--- src/rtl/uart_tx_arbiter_if.sv ---
// Byte-request and UART-transmit signal bundle for uart_tx_arbiter.
// The slave modport is the arbiter. The master modport is the requesters plus the transmitter side.
interface uart_tx_arbiter_if;
    logic       req0_valid;
    logic [7:0] req0_data;
    logic       req0_ready;
    logic       req1_valid;
    logic [7:0] req1_data;
    logic       req1_ready;
    logic       tx_start;
    logic [7:0] tx_data;
    logic       tx_busy;
    logic       owner;
    logic       locked;

    modport master (
        output req0_valid, req0_data, req1_valid, req1_data, tx_busy,
        input  req0_ready, req1_ready, tx_start, tx_data, owner, locked
    );

    modport slave (
        input  req0_valid, req0_data, req1_valid, req1_data, tx_busy,
        output req0_ready, req1_ready, tx_start, tx_data, owner, locked
    );
endinterface

--- src/rtl/uart_tx_arbiter.sv ---
// Line-locked two-requester arbiter for a single UART transmitter.
// A grant is held until LOCK_CHAR has been sent, or until the owner has been idle for TIMEOUT cycles.
module uart_tx_arbiter #(
    parameter logic [7:0]  LOCK_CHAR = 8'h0A,
    parameter int unsigned TIMEOUT   = 2500000
) (
    input logic               clk,
    input logic               rst,
    uart_tx_arbiter_if.slave  bus
);
    typedef enum logic [2:0] {IDLE, GRANT, START, WAIT_BUSY, WAIT_DONE} state_t;

    localparam logic [23:0] TIMEOUT_C = 24'(TIMEOUT);

    state_t      state_q, state_d;
    logic        owner_q, owner_d;
    logic        last_owner_q, last_owner_d;
    logic [7:0]  tx_data_q, tx_data_d;
    logic [23:0] idle_cnt_q, idle_cnt_d;
    logic [23:0] cnt_inc;
    logic        own_valid;
    logic [7:0]  own_data;

    assign own_valid = owner_q ? bus.req1_valid : bus.req0_valid;
    assign own_data  = owner_q ? bus.req1_data  : bus.req0_data;
    assign cnt_inc   = (idle_cnt_q == '1) ? idle_cnt_q : idle_cnt_q + 24'd1;

    always_ff @(posedge clk or posedge rst) begin
        if (rst) begin
            state_q      <= IDLE;
            owner_q      <= 1'b0;
            last_owner_q <= 1'b1;
            tx_data_q    <= 8'h00;
            idle_cnt_q   <= 24'd0;
        end else begin
            state_q      <= state_d;
            owner_q      <= owner_d;
            last_owner_q <= last_owner_d;
            tx_data_q    <= tx_data_d;
            idle_cnt_q   <= idle_cnt_d;
        end
    end

    always_comb begin
        state_d      = state_q;
        owner_d      = owner_q;
        last_owner_d = last_owner_q;
        tx_data_d    = tx_data_q;
        idle_cnt_d   = idle_cnt_q;
        case (state_q)
            IDLE: begin
                idle_cnt_d = 24'd0;
                if (bus.req0_valid || bus.req1_valid) begin
                    // On a tie, the requester that did not hold the last grant wins.
                    owner_d = (bus.req0_valid && bus.req1_valid) ? ~last_owner_q : bus.req1_valid;
                    state_d = GRANT;
                end
            end
            GRANT: begin
                if (own_valid) begin
                    tx_data_d  = own_data;
                    idle_cnt_d = 24'd0;
                    state_d    = START;
                end else begin
                    idle_cnt_d = cnt_inc;
                    if (TIMEOUT_C != 24'd0 && cnt_inc >= TIMEOUT_C) begin
                        last_owner_d = owner_q;
                        idle_cnt_d   = 24'd0;
                        state_d      = IDLE;
                    end
                end
            end
            START:     state_d = WAIT_BUSY;
            WAIT_BUSY: if (bus.tx_busy) state_d = WAIT_DONE;
            WAIT_DONE: begin
                if (!bus.tx_busy) begin
                    if (tx_data_q == LOCK_CHAR) begin
                        last_owner_d = owner_q;
                        state_d      = IDLE;
                    end else begin
                        idle_cnt_d = 24'd0;
                        state_d    = GRANT;
                    end
                end
            end
            default:   state_d = IDLE;
        endcase
    end

    assign bus.req0_ready = (state_q == GRANT) && !owner_q;
    assign bus.req1_ready = (state_q == GRANT) &&  owner_q;
    assign bus.tx_start   = (state_q == START);
    assign bus.tx_data    = tx_data_q;
    assign bus.owner      = owner_q;
    assign bus.locked     = (state_q != IDLE);
endmodule

--- src/flat_wrapper.sv ---
// flat-port wrapper written by rule: the top's interface ports become plain ports
module uart_tx_arbiter_flat 
#(
    parameter logic [7:0]  LOCK_CHAR = 8'h0A,
    parameter int unsigned TIMEOUT   = 2500000
)
  (clk, rst, bus_req0_valid, bus_req0_data, bus_req1_valid, bus_req1_data, bus_tx_busy, bus_req0_ready, bus_req1_ready, bus_tx_start, bus_tx_data, bus_owner, bus_locked);
  uart_tx_arbiter_if bus_i ();
  input logic clk;
  input logic rst;
  input wire logic [$bits(bus_i.req0_valid)-1:0] bus_req0_valid;
  input wire logic [$bits(bus_i.req0_data)-1:0] bus_req0_data;
  input wire logic [$bits(bus_i.req1_valid)-1:0] bus_req1_valid;
  input wire logic [$bits(bus_i.req1_data)-1:0] bus_req1_data;
  input wire logic [$bits(bus_i.tx_busy)-1:0] bus_tx_busy;
  output wire logic [$bits(bus_i.req0_ready)-1:0] bus_req0_ready;
  output wire logic [$bits(bus_i.req1_ready)-1:0] bus_req1_ready;
  output wire logic [$bits(bus_i.tx_start)-1:0] bus_tx_start;
  output wire logic [$bits(bus_i.tx_data)-1:0] bus_tx_data;
  output wire logic [$bits(bus_i.owner)-1:0] bus_owner;
  output wire logic [$bits(bus_i.locked)-1:0] bus_locked;
  assign bus_i.req0_valid = bus_req0_valid;
  assign bus_i.req0_data = bus_req0_data;
  assign bus_i.req1_valid = bus_req1_valid;
  assign bus_i.req1_data = bus_req1_data;
  assign bus_i.tx_busy = bus_tx_busy;
  assign bus_req0_ready = bus_i.req0_ready;
  assign bus_req1_ready = bus_i.req1_ready;
  assign bus_tx_start = bus_i.tx_start;
  assign bus_tx_data = bus_i.tx_data;
  assign bus_owner = bus_i.owner;
  assign bus_locked = bus_i.locked;
  uart_tx_arbiter #(.LOCK_CHAR(LOCK_CHAR), .TIMEOUT(TIMEOUT)) u_core (.clk(clk), .rst(rst), .bus(bus_i));
endmodule
--- config.mk ---
export PLATFORM = sky130hd
export DESIGN_NAME = uart_tx_arbiter_flat
export DESIGN_NICKNAME = d
export VERILOG_FILES = /design/src/rtl/uart_tx_arbiter_if.sv /design/src/rtl/uart_tx_arbiter.sv /design/src/flat_wrapper.sv
export SDC_FILE = /design/constraint.sdc
export NUM_CORES = 1
export LEC_CHECK = 0
export ABC_AREA = 0
export CORE_MARGIN = 4
export CORE_UTILIZATION = 60
export CTS_CLUSTER_DIAMETER = 150
export DETAILED_ROUTE_END_ITERATION = 6
export PLACE_DENSITY_LB_ADDON = 0.3
export SLEW_MARGIN = 30
export SYNTH_ARGS = -nofsm -noshare
export SYNTH_HDL_FRONTEND = slang
export SYNTH_SLANG_ARGS = --single-unit
--- constraint.sdc ---
create_clock -name clk -period 7.85 [get_ports clk]
set_input_delay 1.1775 -clock clk [delete_from_list [all_inputs] [get_ports clk]]
set_output_delay 1.1775 -clock clk [all_outputs]
set_load 0.02 [all_outputs]
Yosys cells after proc, flatten, opt, wreduce, memory -nomap -nowiden
Index checks and enable logic that the tools add are counted.
{"block": "word_totals", "register_bits": 37, "in_bits": 21, "out_inout_bits": 13, "elab_cells": 57}
{"block": "op_classes", "addsub": 1, "magnitude_cmp": 1, "eq_ne": 14, "muxes": 21, "n_bitwise": 1, "n_reduce_logical": 14}
{"operator": "$mux 24", "n": 5}
{"operator": "$pmux 24 s3", "n": 1}
{"operator": "$add 24x1->24 const B", "n": 1}
{"operator": "$eq 24x24->1 const B", "n": 1}
{"operator": "$ge 24x22->1 const B", "n": 1}
{"operator": "$mux 3", "n": 5}
{"operator": "$pmux 3 s5", "n": 1}
{"operator": "$eq 8x4->1 const B", "n": 1}
{"operator": "$mux 8", "n": 1}
{"operator": "$ne 2x2->1 const B", "n": 4}
{"operator": "$mux 1", "n": 7}
{"operator": "$eq 3x2->1 const B", "n": 2}
{"operator": "$ne 2x1->1 const B", "n": 3}
{"operator": "$reduce_bool 3->1", "n": 2}
{"operator": "$reduce_and 5->1", "n": 1}
{"operator": "$reduce_and 2->1", "n": 2}
{"operator": "$reduce_and 4->1", "n": 1}
{"operator": "$eq 3x1->1 const B", "n": 1}
{"operator": "$eq 3x3->1 const B", "n": 1}
{"operator": "$logic_and 1x1->1", "n": 3}
{"operator": "$logic_not 3->1", "n": 1}
{"operator": "$ne 3x1->1 const B", "n": 1}
{"operator": "$reduce_and 3->1", "n": 1}
{"operator": "$pmux 1 s2", "n": 1}
{"operator": "other kinds (4)", "n": 4}

Logic depth before layout (Yosys ltp)
Gate-level depths: netlist of run 1.
{"block": "depth", "word_depth": 6, "depth_mapped": 12, "depth_no_buf": 9}

Worst setup path before layout of run 1
No wires, ideal clock.
{"block": "synth_timing", "kind": "register -> register", "startpoint": "register u_core.idle_cnt_q[0]", "endpoint": "register u_core.idle_cnt_q[19]", "setup_ns": 0.126, "arrival_ns": 2.788, "required_time_ns": 7.724, "path_slack_ns": 4.935, "path_stages_with_launch": 12, "n_path_buf": 2, "synth_period_minus_slack_ns": 2.915, "cell_sequence": "dfrtp_1 > ha_1 > nand3_1 > nor4_2 > buf_2 > nand4_1 > a21o_1 > or3_4 > a211oi_4 > buf_6 > nor4_1 > a311o_1"}
{"block": "synth_via", "elab_chain_len": 6, "elab_cells_between_ends": 7, "cone_classes": "add/sub (1); order compare (1); eq/ne (1); mux (4)"}
{"item": "start: declaration", "line": "uart_tx_arbiter.sv:19", "text": "logic [23:0] idle_cnt_q, idle_cnt_d;"}
{"item": "start signal: assignment", "line": "uart_tx_arbiter.sv:40", "text": "idle_cnt_q <= idle_cnt_d;"}
{"item": "$add 24x1->24 / $eq 24x24->1 (equally long branches)", "line": "uart_tx_arbiter.sv:26", "text": "assign cnt_inc = (idle_cnt_q == '1) ? idle_cnt_q : idle_cnt_q + 24'd1;"}
{"item": "$mux 24 (*)", "line": "uart_tx_arbiter.sv:26"}
{"item": "$ge 24x22->1", "line": "uart_tx_arbiter.sv:66", "text": "if (TIMEOUT_C != 24'd0 && cnt_inc >= TIMEOUT_C) begin"}
{"item": "$mux 24 (*)", "line": "uart_tx_arbiter.sv:66"}
{"item": "$mux 24 (*)", "line": "uart_tx_arbiter.sv:60", "text": "if (own_valid) begin"}
{"item": "$pmux 24 s3 (*)", "line": "uart_tx_arbiter.sv:50", "text": "case (state_q)"}
Mark *: on every way between the ends. The rest lies on a longest branch, timed or not.
A chain may end at the register's enable or synchronous reset.

Final worst setup path of run 1
{"block": "layout_timing", "startpoint": "register u_core.idle_cnt_q[0]", "endpoint": "register u_core.idle_cnt_q[20]"}
Same word-level chain as after synthesis.

==> results.json, run 1 <==
{
  "cp-startpoint": "u_core.idle_cnt_q[0]",
  "period_share_pct": 49.6,
  "finClkSkew_ps": 10.4,
  "drv_cap": 0,
  "maxSlewViolCount": 0,
  "switching_share_pct": 38.9,
  "wl_microns": 7030,
  "start_util_pct": 62.5,
  "syn2layout_area_growth_pct": 15.4,
  "rows": 24,
  "power_density_nw_per_um2": 252,
  "period_minus_slack_ps": 3900,
  "grt_max_degree": 30,
  "cts.clk_slew.worst_paths_ps": 80,
  "setup_ws_ps": 3950,
  "core_sq_um": 4380,
  "p_comb_share_pct": 42.2,
  "fmax_ghz": 0.257,
  "hpwl_microns": 5020,
  "drc": 0,
  "finalSetupViolCount": 0,
  "synth_ff_type": "dfrtp_1",
  "die_y_microns": 75.6,
  "pre_cts_slack_ps": 4090,
  "p_switching_mw": 0.310,
  "io_buffers": 33,
  "crit_path_end_kind": "flop",
  "maxSlewHeadroom_pct": 34.6,
  "yosysSeqAreaShare_pct": 33.8,
  "vias": 2611,
  "use_met2_pct": 41.4,
  "ys_ff_latch": 37,
  "postCtsSetupBuffers": 0,
  "top_usage_layer": "met2",
  "final_nets": 361,
  "drt-vias-per-instance": 6.66,
  "antenna_found_initial": 0,
  "syn_nets": 343,
  "cts-buffers-inserted": 5,
  "gp_congestion": 0.998,
  "avgSynthCellArea_sq_um": 8.54,
  "cts_sinks": 37,
  "p_leak_nw": 1.20,
  "synth_top_area_cell": "dfrtp_1",
  "netlist_instances": 321,
  "die_x_microns": 75.6,
  "final_cell_mix": "dfrtp_1 (36), clkdlybuf4s50_1 (33), nor2_1 (32), nand2_1 (21)",
  "critical_path_arrival_ps": 4090,
  "yosys_warnings": 0,
  "worstMarginPinSlew_ps": 981,
  "dieArea_sq_um": 5710,
  "worstReg2RegEnd": "u_core.idle_cnt_q[20]",
  "rr_worst_depth": 9,
  "drive_gt1_share_pct": 9.12,
  "grt_pass1_vias": 2322,
  "clkPwrFrac_pct": 22.0,
  "power_frac_seq_pct": 35.8,
  "antenna_left": 0,
  "drt_iter0_markers": 327,
  "crit_required_ps": 8050,
  "top_level_ports": 34,
  "root_buffer": "clkbuf_8",
  "hold_depth": 2,
  "crit_type": "reg2reg",
  "synth.area.top_cells": "dfrtp_1 (33%), mux2i_1 (6.9%), nor2_1 (4.4%)",
  "htreeDepth": 2,
  "final_common_cell": "dfrtp_1",
  "start_kind": "flop",
  "outcome": "complete, no violations",
  "cts_buffer_depth": 2,
  "gr-total-overflow": 0,
  "crit_fanout": 16,
  "first_pass_iters": 5,
  "holdPathEnd": "u_core.bus.tx_data[1]",
  "cts_resized": 0,
  "synth_area_sq_um": 2740,
  "tns_ps": 0,
  "globalRouteMet1Util_pct": 37.5,
  "track_usage_pct": 26.5,
  "ys_types": 68,
  "peakVddDrop_uv": 207,
  "intPower_mw": 0.487,
  "dp_cells": 384,
  "tritoncts": "done",
  "yosys.area.top_type_share_pct": 32.9,
  "synth_enable_flop_cells": 0,
  "worstReg2RegStart": "u_core.idle_cnt_q[0]",
  "rsz0062_at_grt": "no",
  "finalHoldViolCount": 0,
  "async_reset_ff_share_pct": 100,
  "hp-start": "u_core.bus.tx_data[1]",
  "met3_usage_pct": 4.75,
  "clk_latency_ps": 300,
  "grt_pass1_wl_microns": 11400,
  "stdcell_count": 392,
  "r2r_slack_ps": 3950,
  "hold_buffers": 0,
  "hp-class": "reg2reg",
  "diodes": 0,
  "wl_per_cell_microns": 17.9
}
## synthesized netlist by cell type (2+ instances only)
library cell and n:
nor2b_1 5, mux2_2 3, o31ai_1 4, a31oi_1 8, nand3_1 17, nor3b_1 3, and2_1 6, nor4_2 2
a21oi_1 19, a2111oi_0 2, a32o_1 2, or4_1 2, o31a_2 2, inv_1 8, xnor2_1 3, a211oi_1 5
o21a_1 2, and4_1 2, a31o_2 2, xor2_1 3, nor4_1 3, nand2_1 21, buf_1 2, mux2i_1 19
nand2b_1 5, dfrtp_1 36, a41oi_1 2, nor3_1 10, a21o_1 3, a311oi_1 2, nand3b_1 2, and3_2 2
and3_1 6, o21ai_0 15, o31a_1 2, a22o_1 2, clkbuf_1 13, buf_2 6, nand4_1 10, nor2_1 32
## worst max path at each step
| stage | to | slack [ps] | cells after the start |
|---|---|---|---|
| after floorplan | u_core.idle_cnt_q[19] | 4940 | 11 |
| after global placement | u_core.idle_cnt_q[19] | 3860 | 9 |
| after detailed placement | u_core.idle_cnt_q[20] | 4090 | 9 |
| after CTS | u_core.idle_cnt_q[20] | 4080 | 9 |
| after global routing | u_core.idle_cnt_q[19] | 3680 | 9 |
| final | u_core.idle_cnt_q[20] | 3950 | 9 |
## critical path: stages (launching register included)
cell and delay, ps:
dfrtp_1 440, ha_1 230, nand4_1 310, nor4_2 430, nor2b_1 450, a311oi_1 120, o41ai_2 460, and3_1 650
nand2_1 340, o311ai_1 360
## power groups by stage
stage | registers (mW) | logic, mW | clock network, mW
global placement | 0.287 | 0.329 | 0
detailed placement | 0.288 | 0.333 | 0
global route | 0.295 | 0.364 | 0.185
finish | 0.285 | 0.336 | 0.175
floorplan | 0.283 | 0.224 | 0
CTS | 0.285 | 0.337 | 0.176
## sequential cells by signal (all words and copies together) (netlist names)
register / flops
u_core.idle_cnt_q: 24
u_core.bus.tx_data: 8
u_core.last_owner_q: 1
u_core.bus.owner: 1
u_core.state_q: 3
## final cells by class
cell class,count,area [sq um]
multi-input combinational,253,1690
fill,342,1220
clock buffer,7,86.3
sequential,37,927
tap,52,65.1
timing repair buffer,34,338
inverter,8,30.0
clock inverter,1,30.0
## metal layers
| metal | vias up | wire length [microns] |
|---|---|---|
| met4 | 0 | 135 |
| met2 | 116 | 3230 |
| met5 | - | 0 |
| met1 | 1235 | 3260 |
| li1 | 1244 | - |
| met3 | 16 | 407 |
## through the flow
| step | hold WS, ps | power [mW] | area, sq um | utilization [%] |
|---|---|---|---|---|
| floorplan | 501 | 0.508 | 2740 | - |
| global route | 597 | 0.843 | 3160 | 72.2 |
| finish | 559 | 0.797 | 3160 | 72.2 |
| global placement | 528 | 0.616 | 3040 | 69.3 |
| CTS | 559 | 0.797 | 3160 | 72.2 |
| detailed placement | 544 | 0.621 | 3050 | 69.5 |
## logic make-up after synthesis
kind of cell | share of synthesized area (%)
DFF | 33.8
adders and majority gates | 0.456
buffers and inverters | 4.93
and+or+nand+nor | 27.6
xor gates and xnor gates | 1.92
AOI/OAI and AO/OA | 23.1
muxes | 8.17
Note: power is estimated with default switching activity, not from simulation.
==> run 2: changes to the inputs <==
--- a/config.mk
+++ b/config.mk
@@ -7,7 +7,7 @@
 export LEC_CHECK = 0
 export ABC_AREA = 0
 export CORE_MARGIN = 4
-export CORE_UTILIZATION = 60
+export CORE_UTILIZATION = 56
 export CTS_CLUSTER_DIAMETER = 150
 export DETAILED_ROUTE_END_ITERATION = 6
 export PLACE_DENSITY_LB_ADDON = 0.3
==> constraint.sdc (replaced) <==
create_clock -name clk -period 3.6 [get_ports clk]
set_input_delay 0.54 -clock clk [delete_from_list [all_inputs] [get_ports clk]]
set_output_delay 0.54 -clock clk [all_outputs]
set_load 0.02 [all_outputs]
==> run 2 against run 1 <==
Clock skew about the same. Maximum frequency increased by 14%. Final cell count increased by 6.1%. Non-clock buffer count increased by 9.
==> results.json, run 2 (same netlist as run 1, synthesis figures left out) <==
{
  "outcome": "complete, no violations",
  "hold_depth": 2,
  "holdPathEnd": "u_core.bus.tx_data[3]",
  "p_leak_nw": 1.23,
  "drt-vias-per-instance": 6.57,
  "diodes": 0,
  "first_pass_iters": 5,
  "wl_per_cell_microns": 17.4,
  "final_cell_mix": "dfrtp_1 (36), clkdlybuf4s50_1 (33), nor2_1 (31), nand2_1 (21), mux2i_1 (19)",
  "setup_ws_ps": 170,
  "antenna_found_initial": 0,
  "final_common_cell": "dfrtp_1",
  "die_x_microns": 78.0,
  "finClkSkew_ps": 10.3,
  "rr_worst_depth": 9,
  "finalHoldViolCount": 0,
  "hp-start": "u_core.bus.tx_data[3]",
  "whs_ps": 565,
  "drc": 0,
  "core_sq_um": 4720,
  "start_util_pct": 58.0,
  "drt_iter0_markers": 291,
  "cts_sinks": 37,
  "cts.clk_slew.worst_paths_ps": 90,
  "vias": 2735,
  "grt_pass1_vias": 2494,
  "path_cells": "nand4_4, or4_4, a2111oi_2, a31oi_1, or3_4, a211oi_4, buf_4, nor4_1, a311o_1",
  "hp-class": "reg2reg",
  "crit_fanout": 11,
  "drv_cap": 0,
  "maxSlewHeadroom_pct": 50.6,
  "crit_required_ps": 3780,
  "clk_latency_ps": 290,
  "gr-total-overflow": 0,
  "cts_resized": 0,
  "peakVddDrop_uv": 545,
  "crit_path_end_kind": "flop",
  "drive_gt1_share_pct": 12.6,
  "tritoncts": "done",
  "pre_cts_slack_ps": 245,
  "rsz0062_at_grt": "no",
  "cts_buffer_depth": 2,
  "start_kind": "flop",
  "hold_buffers": 0,
  "period_minus_slack_ps": 3430,
  "fmax_ghz": 0.292,
  "hpwl_microns": 5160,
  "power_density_nw_per_um2": 546,
  "postCtsSetupBuffers": 0,
  "fill_cells": 380,
  "largest_reg_flops": 24,
  "syn2layout_area_growth_pct": 18.7,
  "wl_microns": 7230,
  "crit_type": "reg2reg",
  "dpl_cell_area_sq_um": 3130,
  "final_nets": 370,
  "max_stage_delay_ps": 560,
  "final_util_pct": 68.9,
  "design_area_sq_um": 3250,
  "worstReg2RegEnd": "u_core.idle_cnt_q[19]",
  "grt_max_degree": 21,
  "antenna_left": 0,
  "top_level_ports": 34,
  "dieArea_sq_um": 6080,
  "cts-buffers-inserted": 5,
  "r2r_slack_ps": 170,
  "track_usage_pct": 24.6,
  "root_buffer": "clkbuf_8",
  "gp_congestion": 0.970,
  "io_buffers": 33,
  "tns_ps": 0,
  "period_share_pct": 95.3,
  "slowest_stage": "or4_4",
  "worstMarginPinSlew_ps": 740,
  "largest_register": "u_core.idle_cnt_q",
  "htreeDepth": 2,
  "worstReg2RegStart": "u_core.idle_cnt_q[10]",
  "critical_path_arrival_ps": 3610,
  "grt_pass1_wl_microns": 12000,
  "rows": 25,
  "maxSlewViolCount": 0,
  "die_y_microns": 78.0,
  "finalSetupViolCount": 0
}
-- run 2: layout make-up --
| class | instances | area [sq um] | share of cell area (%) |
|---|---|---|---|
| clock buffer | 6 | 82.6 | 2.54 |
| clock inverter | 2 | 37.5 | 1.15 |
| inverter | 8 | 30.0 | 0.923 |
| multi-input combinational | 253 | 1690 | 51.9 |
| sequential | 37 | 927 | 28.5 |
| tap | 67 | 83.8 | 2.58 |
| timing repair buffer | 43 | 405 | 12.5 |
-- run 2: how the worst max path moves through the flow --
stage                             to                   from
6_report       u_core.idle_cnt_q[19]  u_core.idle_cnt_q[10]
5_1_grt        u_core.idle_cnt_q[19]  u_core.idle_cnt_q[10]
4_1_cts        u_core.idle_cnt_q[19]  u_core.idle_cnt_q[10]
3_5_place_dp   u_core.idle_cnt_q[10]  u_core.idle_cnt_q[10]
3_3_place_gp   u_core.idle_cnt_q[19]   u_core.idle_cnt_q[9]
2_1_floorplan  u_core.idle_cnt_q[19]   u_core.idle_cnt_q[0]
-- run 2: where the power goes --
part / leakage, nW / internal, mW / switching (mW) / total (mW)
Combinational: 0.687 / 0.347 / 0.409 / 0.756
Clock: 0.0574 / 0.226 / 0.167 / 0.392
Sequential: 0.481 / 0.500 / 0.128 / 0.629
-- run 2: per-layer routing --
| metal | track usage [%] | share of wire (%) | vias to the layer above |
|---|---|---|---|
| met4 | 9.09 | 2.7 | 0 |
| li1 | - | - | 1265 |
| met3 | 4.64 | 8.8 | 25 |
| met1 | 34.5 | 43 | 1306 |
| met2 | 37.7 | 46 | 139 |
| met5 | 0 | 0 | - |
-- run 2: critical path: cells and delay by family, from the launching register on --
| family | cells | cell delay (ps) |
|---|---|---|
| simple gates | 4 | 1310 |
| compound gates | 4 | 1220 |
| buf+inv | 1 | 240 |
| flops | 1 | 540 |
-- run 2: per-stage QoR --
stage	cells	total power, mW
floorplan	321	1.11
global placement	408	1.36
detailed placement	408	1.38
CTS	416	1.77
global route	416	1.90
finish	416	1.78
==> RTL edit (settings of run 2) <==
The 5 states of `state_t` get a one-hot encoding in 5 bits.
--- a/src/rtl/uart_tx_arbiter.sv
+++ b/src/rtl/uart_tx_arbiter.sv
@@ -9,5 +9,5 @@
     uart_tx_arbiter_if.slave  bus
 );
-    typedef enum logic [2:0] {IDLE, GRANT, START, WAIT_BUSY, WAIT_DONE} state_t;
+    typedef enum logic [4:0] {IDLE = 5'b00001, GRANT = 5'b00010, START = 5'b00100, WAIT_BUSY = 5'b01000, WAIT_DONE = 5'b10000} state_t;
 
     localparam logic [23:0] TIMEOUT_C = 24'(TIMEOUT);
Behaviour: no difference found for any inputs over 10 cycles, from zero or initial values and one cycle with rst high; not proved beyond that.
==> RTL edit against run 2 <==
  * Power down 7.2%
  * Critical path type unchanged
  * Die area up 2.7%
  * Highest routed layer unchanged
  * Combinational power shrank 4.1%
  * Maximum frequency up 16%
  * Count of clock-buffer cells in the layout increased by 1
  * Critical path depth is 1 higher
  * Routed wire length is 3.9% lower
  * Area after synthesis up 3.0%
  * Final area decreased by 1.5%
  * Hold slack got worse by 0.0072 ns
  * Utilization is 2.4 points lower
  * Synthesized cell count grew 8.4%
  * Sequential cell count is 2 higher
  * Setup slack better by 0.47 ns
==> RTL edit: results (changes against run 2) <==
----------------------------------------------------
[Placement]
  Post-detail-place hpwl ... 5.094 mm (was 5.164 mm)
  Worst slack at placement ... 0.6510 ns (was 0.2452 ns)
  Gpl congestion ... 1.018 (was 0.9696)

[Layout]
  Share of final-layout standard cells stronger than drive strength 1 ... 0.07357 (was 0.1261)
  Final net count ... 388 (was 370)
  Largest register FFs ... 24 (unchanged)

[Logic synthesis]
  Cells taking the most area after synthesis ... sky130_fd_sc_hd__dfrtp_1, sky130_fd_sc_hd__a21oi_1, sky130_fd_sc_hd__nand2_1 (was sky130_fd_sc_hd__dfrtp_1, sky130_fd_sc_hd__mux2i_1, sky130_fd_sc_hd__nor2_1)
  Count of different cell masters after synthesis ... 56 (was 68)
  Portion of synthesized cell area occupied by the leading cell type ... 0.3280 (was 0.3286)
  Syn Nets ... 370 (was 343)
  Xor and xnor fraction of the mapped netlist area ... 0.02482 (was 0.01917)
  Sequential element share of the synthesized area ... 0.3466 (was 0.3382)
  Post-synthesis adder-cell area fraction ... 0.004433 (was 0.004564)
  Commonest cells in the netlist ... sky130_fd_sc_hd__dfrtp_1, sky130_fd_sc_hd__nand2_1, sky130_fd_sc_hd__nor2_1 (was sky130_fd_sc_hd__dfrtp_1, sky130_fd_sc_hd__nor2_1, sky130_fd_sc_hd__nand2_1)
  Share of cell area taken by muxes after synthesis ... 0.05053 (was 0.08170)

[Power and ir drop]
  Total leakage power ... 1.193 nW (was 1.226 nW)
  Worst-case vdd ir drop ... 0.3867 mV (was 0.5446 mV)

[Hold path]
  Cell depth of the worst hold path ... 1 (was 2)
  End point of the most critical hold path ... u_core.idle_cnt_q[23] (was u_core.bus.tx_data[3])
  Source of the worst hold timing path ... u_core.idle_cnt_q[23] (was u_core.bus.tx_data[3])

[Route]
  Starting DRT DRC Count ... 432 (was 291)
  WL/cell ... 16.01 um (was 17.37 um)
  Number of vias per cell after detailed routing ... 6.290 (was 6.575)

[GRT]
  Maximum number of pins on one net before global-route repair ... 40 (was 21)
  Global routing usage summed across all routing layers ... 0.2353 (was 0.2460)
  Wire length of the first global-routing pass ... 11.78 mm (was 11.95 mm)
  Number of global-route vias before repair ... 2522 (was 2494)

[Critical path]
  Worst R2R Start ... u_core.idle_cnt_q[0] (was u_core.idle_cnt_q[10])
  R2R Path End ... u_core.idle_cnt_q[14] (was u_core.idle_cnt_q[19])
  Arrival time worst endpoint ... 3.18 ns (was 3.61 ns)
  Biggest fanout along the worst timing path ... 21 (was 11)
  Worst Reg-to-Reg Cells ... 10 (was 9)
  Setup slack, reg-to-reg ... 0.64 ns (was 0.17 ns)

[STA]
  Worst hold slack ... 0.5574 ns (was 0.5647 ns)
  Highest clock rate ... 337.6 MHz (was 291.6 MHz)
  Worst-case clock skew ... 0.01069 ns (was 0.01030 ns)
  Remaining max-slew budget at the tightest pin ... 0.5755 (was 0.5064)

[Outcome]
  Outcome ... completed (unchanged)

[Clock network]
  Count of instances resized after the clock tree is built ... 0 (unchanged)

----------------------------------------------------
RTL edit: how the worst max path moves through the flow:
| stage | endpoint | depth (start not counted) |
|---|---|---|
| 3_3_place_gp | u_core.idle_cnt_q[17] | 10 |
| 2_1_floorplan | u_core.last_owner_q | 10 |
| 3_5_place_dp | u_core.idle_cnt_q[14] | 10 |
| 5_1_grt | u_core.idle_cnt_q[8] | 10 |
| 4_1_cts | u_core.idle_cnt_q[14] | 10 |
| 6_report | u_core.idle_cnt_q[14] | 10 |
RTL edit: through the flow:
| stage | cells | total power, mW | util | area, um^2 |
|---|---|---|---|---|
| after floorplan | 348 | 1.105 | - | 2823 |
| after global placement | 426 | 1.349 | 0.6481 | 3122 |
| after detailed placement | 426 | 1.367 | 0.6481 | 3122 |
| after CTS | 434 | 1.660 | 0.6649 | 3203 |
| after global routing | 434 | 1.766 | 0.6655 | 3206 |
| final | 434 | 1.649 | 0.6655 | 3206 |
RTL edit: logic make-up after synthesis:
kind of cell               count (synthesis)
and+or+nand+nor                          157
AOI/OAI and AO/OA                         87
buffers and inverters                     42
DFF                                       39
muxes                                     14
xor gates and xnor gates                   8
adders and majority gates                  1
RTL edit: layout make-up:
type | instances | area, um^2
flip-flops and latches | 39 | 978.4
fillers | 424 | 1612
inverters | 14 | 52.55
clock inverters | 1 | 5.005
clock buffers | 7 | 76.32
repair buffers | 39 | 375.4
multi-input cells | 267 | 1634
well taps | 67 | 83.83
RTL edit: power breakdown:
part	switching [mW]	internal, mW
sequential	0.111	0.527
clock	0.151	0.136
combinational	0.407	0.318
total	0.668	0.981
RTL edit: metal layers:
metal | GRT usage | vias up | part of all wire
met1 | 0.3129 | 1253 | 0.44
met2 | 0.3653 | 131 | 0.45
li1 | - | 1324 | -
met3 | 0.06122 | 22 | 0.088
met4 | 0.09278 | 0 | 0.022
met5 | 0 | - | 0
RTL edit: critical path, cell delays in order (launching register included):
cell	delay (ns)
sky130_fd_sc_hd__dfrtp_1	0.44
sky130_fd_sc_hd__ha_1	0.36
sky130_fd_sc_hd__nand4_1	0.21
sky130_fd_sc_hd__nor3_2	0.33
sky130_fd_sc_hd__nand2_1	0.28
sky130_fd_sc_hd__a221oi_1	0.32
sky130_fd_sc_hd__o211ai_1	0.20
sky130_fd_sc_hd__nand4_2	0.17
sky130_fd_sc_hd__buf_4	0.27
sky130_fd_sc_hd__nand4_1	0.12
sky130_fd_sc_hd__a21oi_1	0.18
